<file path="src/rtl/eth_tx_arb.sv">
// Two-requester round-robin GMII transmit arbiter: preamble, SFD, payload and inter-frame gap.
// Define ETH_TX_ARB_CRC_EN to append the IEEE 802.3 CRC-32 FCS after the payload.
module eth_tx_arb #(
    parameter int unsigned PRE_LEN = 7,
    parameter int unsigned IFG_LEN = 12
) (
    input  logic       i_tx_clk,
    input  logic       i_rst,
    input  logic       i_en,
    input  logic       i_req0,
    input  logic       i_req1,
    input  logic [7:0] i_data0,
    input  logic [7:0] i_data1,
    input  logic       i_last0,
    input  logic       i_last1,
    output logic       o_rd0,
    output logic       o_rd1,
    output logic       o_tx_en,
    output logic [7:0] o_tx_data,
    output logic       o_busy,
    output logic       o_grant,
    output logic       o_underrun
);

    localparam logic [7:0] PRE_END  = 8'(PRE_LEN - 1);
    localparam logic [7:0] IFG_END  = 8'(IFG_LEN - 1);
    localparam logic [7:0] PRE_BYTE = 8'h55;
    localparam logic [7:0] SFD_BYTE = 8'hD5;

    typedef enum logic [2:0] {
        S_IDLE, S_PRE, S_SFD, S_DATA, S_IFG
`ifdef ETH_TX_ARB_CRC_EN
        , S_FCS
`endif
    } state_t;

    state_t     r_state;
    logic [7:0] r_cnt;
    logic       r_last_gnt;
    logic       r_grant;
    logic       r_tx_en;
    logic [7:0] r_tx_data;
    logic       r_busy;
    logic       r_underrun;

    logic       w_req;
    logic       w_last;
    logic [7:0] w_data;
    logic       w_take;
    logic       w_win;

    // Only the owning requester is visible to the datapath.
    assign w_req  = r_grant ? i_req1  : i_req0;
    assign w_last = r_grant ? i_last1 : i_last0;
    assign w_data = r_grant ? i_data1 : i_data0;
    assign w_take = (r_state == S_DATA) && w_req && !i_rst;
    assign w_win  = (i_req0 && i_req1) ? !r_last_gnt : i_req1;

    assign o_rd0      = w_take && !r_grant;
    assign o_rd1      = w_take && r_grant;
    assign o_tx_en    = r_tx_en;
    assign o_tx_data  = r_tx_data;
    assign o_busy     = r_busy;
    assign o_grant    = r_grant;
    assign o_underrun = r_underrun;

`ifdef ETH_TX_ARB_CRC_EN
    logic [31:0] r_crc;
    logic [31:0] w_crc_next;
    logic [31:0] w_fcs;
    logic [7:0]  w_fcs_byte;

    // Reflected CRC-32 (poly 0x04C11DB7) advanced by one byte, LSB first.
    function automatic logic [31:0] crc32_byte(input logic [31:0] c, input logic [7:0] d);
        logic [31:0] x;
        x = c ^ {24'h000000, d};
        for (int i = 0; i < 8; i++) begin
            x = x[0] ? ((x >> 1) ^ 32'hEDB88320) : (x >> 1);
        end
        return x;
    endfunction

    assign w_crc_next = crc32_byte(r_crc, w_data);
    assign w_fcs      = ~r_crc;
    assign w_fcs_byte = w_fcs[{r_cnt[1:0], 3'b000} +: 8];
`endif

    // Outputs are registered one cycle behind the state that produces them.
    always_ff @(posedge i_tx_clk) begin
        if (i_rst) begin
            r_state    <= S_IDLE;
            r_cnt      <= 8'd0;
            r_last_gnt <= 1'b1;
            r_grant    <= 1'b0;
            r_tx_en    <= 1'b0;
            r_tx_data  <= 8'h00;
            r_busy     <= 1'b0;
            r_underrun <= 1'b0;
`ifdef ETH_TX_ARB_CRC_EN
            r_crc      <= 32'hFFFFFFFF;
`endif
        end else begin
            r_underrun <= 1'b0;
            case (r_state)
                S_IDLE: begin
                    r_tx_en   <= 1'b0;
                    r_tx_data <= 8'h00;
                    if (i_en && (i_req0 || i_req1)) begin
                        r_grant    <= w_win;
                        r_last_gnt <= w_win;
                        r_busy     <= 1'b1;
                        r_cnt      <= 8'd0;
                        r_state    <= S_PRE;
                    end
                end
                S_PRE: begin
                    r_tx_en   <= 1'b1;
                    r_tx_data <= PRE_BYTE;
                    if (r_cnt == PRE_END) begin
                        r_cnt   <= 8'd0;
                        r_state <= S_SFD;
                    end else begin
                        r_cnt <= r_cnt + 8'd1;
                    end
                end
                S_SFD: begin
                    r_tx_en   <= 1'b1;
                    r_tx_data <= SFD_BYTE;
                    r_state   <= S_DATA;
`ifdef ETH_TX_ARB_CRC_EN
                    r_crc     <= 32'hFFFFFFFF;
`endif
                end
                S_DATA: begin
                    if (w_req) begin
                        r_tx_en   <= 1'b1;
                        r_tx_data <= w_data;
`ifdef ETH_TX_ARB_CRC_EN
                        r_crc     <= w_crc_next;
`endif
                        if (w_last) begin
                            r_cnt <= 8'd0;
`ifdef ETH_TX_ARB_CRC_EN
                            r_state <= S_FCS;
`else
                            r_state <= S_IFG;
`endif
                        end
                    end else begin
                        r_tx_en    <= 1'b0;
                        r_tx_data  <= 8'h00;
                        r_underrun <= 1'b1;
                        r_cnt      <= 8'd0;
                        r_state    <= S_IFG;
                    end
                end
`ifdef ETH_TX_ARB_CRC_EN
                S_FCS: begin
                    r_tx_en   <= 1'b1;
                    r_tx_data <= w_fcs_byte;
                    if (r_cnt == 8'd3) begin
                        r_cnt   <= 8'd0;
                        r_state <= S_IFG;
                    end else begin
                        r_cnt <= r_cnt + 8'd1;
                    end
                end
`endif
                // Gap cycles count only once the final byte has left the output register.
                S_IFG: begin
                    r_tx_en   <= 1'b0;
                    r_tx_data <= 8'h00;
                    if (!r_tx_en) begin
                        if (r_cnt == IFG_END) begin
                            r_cnt   <= 8'd0;
                            r_busy  <= 1'b0;
                            r_state <= S_IDLE;
                        end else begin
                            r_cnt <= r_cnt + 8'd1;
                        end
                    end
                end
                default: begin
                    r_tx_en   <= 1'b0;
                    r_tx_data <= 8'h00;
                    r_busy    <= 1'b0;
                    r_state   <= S_IDLE;
                end
            endcase
        end
    end

endmodule

</file>
<file path="config.mk">
export PLATFORM = sky130hd
export DESIGN_NAME = eth_tx_arb
export DESIGN_NICKNAME = d
export VERILOG_FILES = /design/src/rtl/eth_tx_arb.sv
export SDC_FILE = /design/constraint.sdc
export NUM_CORES = 1
export LEC_CHECK = 0
export ABC_CLOCK_PERIOD_IN_PS = 2400
export BUFFER_PORTS_ARGS = -buffer_cell sky130_fd_sc_hd__buf_2
export CAP_MARGIN = 20
export CORE_ASPECT_RATIO = 0.5
export CORE_MARGIN = 5
export CORE_UTILIZATION = 40
export CTS_BUF_LIST = sky130_fd_sc_hd__clkbuf_16
export DETAILED_ROUTE_END_ITERATION = 7
export GPL_ROUTABILITY_DRIVEN = 0
export PLACE_DENSITY = 0.76
export SLEW_MARGIN = 5
export SYNTH_ARGS = -nofsm -noshare
export SYNTH_HDL_FRONTEND = slang
export SYNTH_SLANG_ARGS = --single-unit
</file>
<file path="constraint.sdc">
create_clock -name i_tx_clk -period 2.4 [get_ports i_tx_clk]
set_clock_uncertainty 0.1 [all_clocks]
set_input_delay 0.24 -clock i_tx_clk [delete_from_list [all_inputs] [get_ports i_tx_clk]]
set_output_delay 0.24 -clock i_tx_clk [all_outputs]
set_load 0.01 [all_outputs]
</file>
# [Word-level counts from Yosys, hierarchy flattened]
# Index checks and enable logic that the tools add are counted.
[op_classes] n_bitwise=2 n_reduce_logical=19 add_sub_neg=1 n_mux=27 eq_ne=11
[op_table] op="8-bit 2-to-1 mux" count=8
[op_table] op="8-bit one-hot mux with 4 select lines" count=1
[op_table] op="8-bit one-hot mux with 3 select lines" count=1
[op_table] op="3-bit 2-to-1 mux" count=6
[op_table] op="3-bit one-hot mux with 5 select lines" count=1
[op_table] op="8-bit by 1-bit adder with 8-bit output, second input constant" count=1
[op_table] op="8-bit by 3-bit equality test with 1-bit output, second input constant" count=1
[op_table] op="8-bit by 4-bit equality test with 1-bit output, second input constant" count=1
[op_table] op="1-bit 2-to-1 mux" count=8
[op_table] op="2-bit != test, second input constant" count=4
[op_table] op="4-bit AND reduction" count=2
[op_table] op="3-bit by 2-bit equality test with 1-bit output, second input constant" count=2
[op_table] op="1-bit logical AND" count=6
[op_table] op="5-bit AND reduction" count=1
[op_table] op="4-bit nonzero test" count=1
[op_table] op="2-bit OR reduction" count=2
[op_table] op="3-bit by 1-bit equality test with 1-bit output, second input constant" count=1
[op_table] op="3-bit equality test, second input constant" count=1
[op_table] op="1-bit zero test" count=3
[op_table] op="3-bit zero test" count=1
[op_table] op="3-bit != test, second input constant" count=1
[op_table] op="1-bit one-hot mux with 3 select lines" count=1
[op_table] op="3-bit OR reduction" count=1
[op_table] op="1-bit inverter" count=2
[op_table] op="other kinds (3)" count=3
[totals] out_inout_bits=14 ff_bits=24

# [Longest topological paths before layout]
# Gate-level depths: netlist of the first run.
[logic_depth] depth_word=4 mapped_depth=7 mapped_depth_nobuf=6

# [Least setup slack after synthesis of the first run]
# Ideal clock, no wire load.
[synth_timing] path_kind="reg2reg" from="register r_grant (netlist: o_grant)" to="register r_cnt[7]" n_path_buf=1 t_arrival_ns=1.526 setup_ns=0.117 path_stages_with_launch=7 setup_slack_ns=0.657 period_less_slack_ns=1.743 required_ns=2.183 path_cell_list="dfxtp_1 -> mux2_2 -> nand3_1 -> and3_1 -> buf_2 -> o21ai_1 -> a32o_1"
[synth_between] elab_chain_cells=3 elab_cells_between_ends=6
[synth_lines] item="start, declared" line="40" source="logic r_grant;"
[synth_lines] item="start signal, assigned" line="109" source="r_grant <= w_win;"
[synth_lines] item="1-bit 2-to-1 mux, on equally long branches" line="53, 54"
[synth_lines] item="3-bit != test (no line) / 8-bit 2-to-1 mux (equally long branches)"
[synth_lines] item="4-bit AND reduction (no line) / 8-bit one-hot mux with 4 select lines (equally long branches)"
[synth_lines] item="end signal, assigned" line="123" source="r_cnt <= r_cnt + 8'd1;"
[synth_lines] item="end signal, assigned" line="179" source="r_cnt <= r_cnt + 8'd1;"
[synth_lines] item="end, declared" line="38" source="logic [7:0] r_cnt;"
# Several ways; a longest one is shown, not always the timed one.
# A chain may end at the register's enable or synchronous reset.

# [Final worst setup path of the first run]
[layout_timing] from="register r_state[0]" to="output o_rd1"
[layout_between] elab_chain_cells=4
[layout_lines] item="start, declared" line="37" source="state_t r_state;"
[layout_lines] item="start signal, assigned" line="91" source="r_state <= S_IDLE;"
[layout_lines] item="start signal, assigned" line="113" source="r_state <= S_PRE;"
[layout_lines] item="start signal, assigned" line="121" source="r_state <= S_SFD;"
[layout_lines] item="3-bit by 2-bit equality test with 1-bit output" line="56" source="assign w_take = (r_state == S_DATA) && w_req && !i_rst;"
[layout_lines] item="1-bit logical AND (2 in a row)" line="56"
[layout_lines] item="1-bit logical AND" line="60" source="assign o_rd1 = w_take && r_grant;"
[layout_lines] item="end, declared" line="17" source="output logic o_rd1,"
# No other way between the ends.

==> results of run 1 <==
[cell type report]
class,count,area [um2]
clock buffer,3,75.1
clock inverter,1,30.0
fill,272,1430
inverter,4,15.0
multi-input combinational,104,672
sequential,24,480
tap,40,50.0
timing repair buffer,38,195
[worst max-delay path: cells and delay by family, from the launching register on]
family        cells  cell delay (ns)
buf+inv           1             0.16
flops             1             0.53
simple gates      3             0.64
[synthesized netlist by cell type (all sizes together), types with 2 or more instances]
cell type	count	share of area, %
nor3	5	2.1
buf	5	2.0
and3	4	2.1
ha	2	2.1
a21oi	7	2.9
a32o	2	1.7
nand3b	5	3.1
a31oi	5	2.6
clkbuf	3	0.94
dfxtp	24	40
o21ai	4	1.7
inv	4	1.2
nor2b	3	1.6
nand2	15	4.7
o21a	2	1.2
nand3	9	3.7
or2	2	1.0
nor2	10	3.1
mux2i	9	7.5
nand2b	2	1.0
nand4b	5	3.6
[cell usage in the layout, fill, tap and decap left out, types with 2 or more instances in the layout]
cell	count
nand2_1	15
nor3_1	5
nand3b_1	5
nand2b_1	2
a21oi_1	7
nand4b_1	5
and3_1	4
inv_1	4
o21ai_0	3
nor2b_1	3
ha_1	2
buf_4	2
a31oi_1	5
dfxtp_1	24
o21a_1	2
buf_2	36
or2_2	2
mux2i_1	9
clkbuf_16	3
nor2_1	10
nand3_1	9
a32o_1	2
[kinds of logic (layout without fill, tap and decap cells)]
kind of cell	count (synthesis)	in the layout
adder cells (fa/ha/maj)	2	2
AND/OR/NAND/NOR	65	65
AO/OA/AOI/OAI	26	26
XOR/XNOR	1	1
buffers and inverters	12	46
flip-flops	24	24
multiplexers	10	10
[layer usage]
layer	up-vias	track usage, %	wire length (um)
li1	576	-	-
met1	527	16.7	1220
met2	45	21.3	1260
met3	4	3.20	258
met4	0	2.81	26
met5	-	0	0
[per-stage QoR]
step / hold slack, ns / worst slack [ns]
finish: 0.167 / 0.486
CTS: 0.169 / 0.492
detailed placement: 0.365 / 0.536
global route: 0.185 / 0.356
floorplan: 0.313 / 0.657
global placement: 0.358 / 0.591
[worst paths after layout]
path / start / endpoint / slack (ns) / cells after the start
worst max-delay path: r_state[0] / o_rd1 / 0.49 / 4
worst min-delay path: i_data0[2] / o_tx_data[2] / 0.17 / 3
worst max register to register: r_cnt[4] / r_state[2] / 0.50 / 5
worst min register to register: o_busy / o_busy / 0.37 / 2
[flip-flops by register name, indices dropped and copies added, names as in the netlist]
signal and cells:
o_tx_en 1, r_cnt 8, o_tx_data 8, o_underrun 1, o_busy 1, r_last_gnt 1
o_grant 1, r_state 3
[power groups by stage]
stage                     Combinational, mW  Clock (mW)  Sequential, mW
after floorplan                       0.111           0           0.440
after global placement                0.159           0           0.442
after detailed placement              0.162           0           0.443
after CTS                             0.162       0.477           0.434
after global routing                  0.181       0.493           0.436
final                                 0.162       0.464           0.434
==> metrics, run 1 <==
Cells after DPL=210; Crit Path Class=reg -> out; Placed Instance Area=between 0.001 and 0.0015 mm2; Final Max Slew Viols=0; antenna violations before repair=0; Synth Cell Area=between 0.001 and 0.0015 mm2; GR Util All Layers=between 10% and 20%; die area=~0.0043 mm2; Routed Antenna Nets=0; post-DP HPWL=between 1500 and 2000 um; post-synthesis sequential area ratio=between 30% and 40%; final std cells w/o fill=between 200 and 250; share of the core filled with cells=51.6%; clock latency on the worst-skew pair=between 0.2 and 0.3 ns; PD cells=around 700 mW/mm2; setup TNS=0 ns; Power, Total=between 1 and 1.5 mW; RSZ-0062 raised after global routing=false; diode count=0; largest family of logic cells by synthesized area=simple AND/OR/NAND/NOR gates; worst-path fanout max=11; total gr overflow=0; Fmax=around 520 MHz; CP arrival=approximately 1.6 ns; Yosys reg bits=24; sw frac=a little under a quarter; CP Capture Type=output pin; CTS clk-pin slew, worst paths=about 0.060 ns; number of synthesized flops with an enable pin=0; mux contribution to synthesized area=about 8.4%; DRT Wirelength=about 2800 um; Syn Area/Cell=about 8.6 um2; maxcap violations=0; Die Wd=87.5 um; Syn Inst Count=140; Via Count=1152; Post-Synth Adder-Cell Area=under 10%; Ports=37; CTS tree=built; clk buf depth=2; clock sinks=24; crit start category=flip-flop; slowest CP cell=dfxtp_1; DRC viols=0; Leak=roughly 0.65 nW; Routed wire per std cell=between 10 and 15 um; post-CTS resize count=0; Flop pwr share=about two fifths; max_slew headroom=roughly two thirds; Synth warnings=0; port buffer count=36; Clk pwr share=43.8%; Tcrit/Tclk final=79.8%; max incr delay on CP=0.53 ns; largest net degree at the start of global routing=22; Psw=about 240 uW; Hold Crit Class=in -> reg; setup violators final=0; Critical Path RT=between 2 and 2.5 ns; final net count=200; post-cts hold buffer count=0; internal power=about 820 uW; Slew @ Worst Pin=between 0.5 and 0.6 ns; status=finished, final reports clean; global-route wire length before repair=between 4000 and 5000 um; number of setup buffers added after CTS=0; fraction of the mapped netlist area in simple logic gates=29.8%; first-pass detailed-route iteration total=4; die height=roughly 49 um; maximum vdd drop=around 0.34 mV; initial DRC count=45; Num CTS Buffers=3; Final min period=1.91 ns; final hold violation count=0; critical path cell sequence=and3b_1 -> nand2_1 -> nor3b_1 -> buf_2; prevailing post-synth register cell=dfxtp_1; Post-synth ARST share=0%; Initial Util=roughly two fifths; compound-gate portion of the synthesized area=about 15%; number of global-route vias before repair=1039; core box area=between 0.002 and 0.003 mm2; Row Count=14; Area growth, synth to finish=26.2%; Synth cell types=36; Logic pwr share=15.3%; syn nets=165; layout cell share with drive strength beyond 1=roughly 27%; H-tree levels=1; Post-Synth XOR/XNOR Area=less than 1%; Vias/cell=about 5.4; clock root cell=clkbuf_16; Design Area, Final=~0.0015 mm2
Note: power is estimated with default switching activity, not from simulation.
==> run 2: changes to the inputs <==
ABC_AREA = 1   (was unset)
ABC_CLOCK_PERIOD_IN_PS = 1950   (was 2400)
PLACE_DENSITY = 0.75   (was 0.76)
clock period = 1.95 ns   (was 2.4 ns; I/O delays follow)
==> metrics, run 2 <==
Vias/cell=4.99 (was 5.38); GR Util All Layers=14.1% (was 12.8%); clk buf depth=2 (unchanged); Num CTS Buffers=3 (unchanged); CTS clk-pin slew, worst paths=0.06 ns (about the same); leading area contributor after synthesis=dfxtp_1 (unchanged); final hold violation count=0 (unchanged); max_slew headroom=70.4% (was 66.5%); Synth Cell Area=0.00133 mm2 (was 0.00120 mm2); DRC viols=0 (unchanged); Area growth, synth to finish=21.9% (was 26.2%); Yosys reg bits=24 (unchanged); met2 WL post-DR=1410 um (was 1260 um); commonest non-fill, non-tap cells in the layout=nand2_1 (69), buf_2 (36), nor2_1 (30) (was buf_2 (36), dfxtp_1 (24), nand2_1 (15)); Slew @ Worst Pin=0.443 ns (was 0.503 ns); number of setup buffers added after CTS=0 (unchanged); maxcap violations=0 (unchanged); H-tree levels=1 (unchanged); Post-synth ARST share=0% (unchanged); final net count=274 (was 200); maximum vdd drop=0.552 mV (was 0.338 mV); metal3 WL=226 um (was 258 um); Hold Crit Class=in -> reg (unchanged); worst-path fanout max=6 (was 11); slowest CP cell=dfxtp_1 (unchanged); Synth cell types=22 (was 36); Top Metal Used=met4 (unchanged); Cells after DPL=284 (was 210); Syn Area/Cell=6.31 um2 (was 8.59 um2); layout cell share with drive strength beyond 1=21.9% (was 27.0%); total gr overflow=0 (unchanged); Largest delay share family, worst path=simple AND/OR/NAND/NOR gates (unchanged); post-DP HPWL=2520 um (was 1980 um); port buffer count=36 (unchanged); Synth warnings=0 (unchanged); CP arrival=1.54 ns (was 1.57 ns); clock latency on the worst-skew pair=0.25 ns (about the same); Ports=37 (unchanged); CP Capture Type=output pin (unchanged); Syn Inst Count=210 (was 140); Row Count=14 (unchanged); prevailing post-synth register cell=dfxtp_1 (unchanged); share of the core filled with cells=52.4% (was 51.6%); core box area=0.00308 mm2 (was 0.00294 mm2); first-pass detailed-route iteration total=6 (was 4); Metal-1 WL=1530 um (was 1220 um); Final Max Slew Viols=0 (unchanged); CTS tree=built (unchanged); max incr delay on CP=0.37 ns (was 0.53 ns); global-route wire length before repair=5500 um (was 4530 um); syn nets=235 (was 165); setup violators final=0 (unchanged); top-count cell post-synth=nand2_1 (was dfxtp_1); Initial Util=43.0% (was 40.9%); Fmax=546 MHz; die height=50.7 um (was 48.8 um); number of global-route vias before repair=1262 (was 1039); RSZ-0062 raised after global routing=false (unchanged); largest cells by area after synthesis=dfxtp_1 (36%), nand2_1 (20%), nor2_1 (8.5%), inv_1 (6.2%), a21oi_1 (5.3%) (was dfxtp_1 (40%), mux2i_1 (7.5%), nand2_1 (4.7%), nand3_1 (3.7%), nand4b_1 (3.6%)); initial DRC count=71 (was 45); commonest cells in the netlist=nand2_1 (69), nor2_1 (30), dfxtp_1 (24) (was dfxtp_1 (24), nand2_1 (15), nor2_1 (10)); Crit Path Class=reg -> out (unchanged); Tcrit/Tclk final=a little over nine tenths; largest net degree at the start of global routing=14 (was 22); Routed wire per std cell=11.2 um (was 12.9 um); Leak=0.799 nW (was 0.645 nW); post-synthesis sequential area ratio=36.3% (was 40.0%); final std cells w/o fill=287 (was 214); clock root cell=clkbuf_16 (unchanged); Final min period=approximately 1.8 ns; critical path cell sequence=inv_2 -> nand3_1 -> a21oi_2 -> nand2_1 -> nor2_1 -> buf_2 (was and3b_1 -> nand2_1 -> nor3b_1 -> buf_2); fill count=298 (was 272); die area=0.00463 mm2 (was 0.00427 mm2); crit start category=flip-flop (unchanged); DRT Wirelength=3230 um (was 2770 um); Via Count=1432 (was 1152); Critical Path RT=1.65 ns (was 2.06 ns); area share of the largest cell type after synthesis=36.3% (was 40.0%); PD cells=1150 mW/mm2 (was 699 mW/mm2); clock sinks=24 (unchanged); commonest non-fill, non-tap cell in the layout=nand2_1 (was buf_2); Die Wd=91.4 um (was 87.5 um); antenna violations before repair=0 (unchanged); Routed Antenna Nets=0 (unchanged); diode count=0 (unchanged); setup TNS=0 ns (unchanged); number of synthesized flops with an enable pin=0 (unchanged); status=finished, final reports clean (unchanged); Crit path buffers/inverters=2 (was 1)
-- run 2: cell count changes after synthesis, sizes merged, moves of 4 or more --
cell,previous run,this run
nand2,15,75
nor2,10,33
inv,4,25
a21oi,7,15
mux2i,9,1
nand3,9,14
nand3b,5,0
nand4b,5,0
and3,4,0
o21ai,4,8
-- run 2: routing by layer --
| layer | global-route usage, % | vias to the layer above |
|---|---|---|
| met5 | 0 | - |
| met4 | 4.39 | 0 |
| met3 | 2.99 | 8 |
| met2 | 23.3 | 50 |
| met1 | 18.6 | 637 |
| li1 | - | 737 |
-- run 2: final cells by class --
| type | instances | area (um2) | area share (%) |
|---|---|---|---|
| Clock buffer | 3 | 75.1 | 4.65 |
| Inverter | 25 | 93.8 | 5.81 |
| Multi-Input combinational cell | 158 | 728 | 45.1 |
| Sequential cell | 24 | 480 | 29.7 |
| Tap cell | 40 | 50.0 | 3.10 |
| Timing Repair Buffer | 37 | 188 | 11.6 |
-- run 2: metrics by stage --
step,setup slack (ns),hold slack (ns),total power [mW],area (um2)
final,0.117,0.0307,1.86,1620
after global routing,0.00632,0.0547,2.01,1620
after CTS,0.108,0.0325,1.86,1610
after detailed placement,0.225,0.296,1.43,1540
after global placement,0.248,0.284,1.41,1540
after floorplan,0.491,0.179,1.26,1330
-- run 2: repair_timing --
item                                    CTS  global route
endpoints found under the setup margin    0             2
gates resized for setup                   0             1
hold buffers                              0             0
-- run 2: power breakdown --
| part | internal, mW | switching (mW) | total [mW] |
|---|---|---|---|
| sequential | 0.581 | 0.0770 | 0.658 |
| combinational | 0.249 | 0.517 | 0.766 |
| clock | 0.271 | 0.165 | 0.436 |
| total | 1.10 | 0.759 | 1.86 |
-- run 2: worst paths after layout --
| kind | slack (ns) | cells after the start | end | startpoint |
|---|---|---|---|---|
| setup / recovery | 0.12 | 6 | o_rd1 | r_state[2] |
| hold / removal | 0.03 | 3 | o_tx_data[5] | i_data0[5] |
| setup reg to reg | 0.19 | 9 | r_cnt[0] | o_grant |
| hold reg to reg | 0.38 | 2 | r_last_gnt | r_last_gnt |
-- run 2: kinds of logic (layout without fill, tap and decap cells) --
| kind of cell | count (synthesis) | in the layout | synth area share (%) |
|---|---|---|---|
| AO/OA/AOI/OAI | 30 | 30 | 12.5 |
| adder cells (fa/ha/maj) | 2 | 2 | 1.89 |
| buffers and inverters | 28 | 65 | 9.06 |
| flip-flops | 24 | 24 | 36.3 |
| multiplexers | 1 | 1 | 0.755 |
| AND/OR/NAND/NOR | 125 | 125 | 39.6 |
-- run 2: worst register-to-register path, stage by stage, from the launching register on --
cell and delay, ns:
dfxtp_1 0.38, inv_2 0.11, nand2_2 0.10, nand2_2 0.06, nand3_1 0.14, nand2_2 0.10
nor2_2 0.37, inv_1 0.14, nand2_1 0.10, a21oi_2 0.05
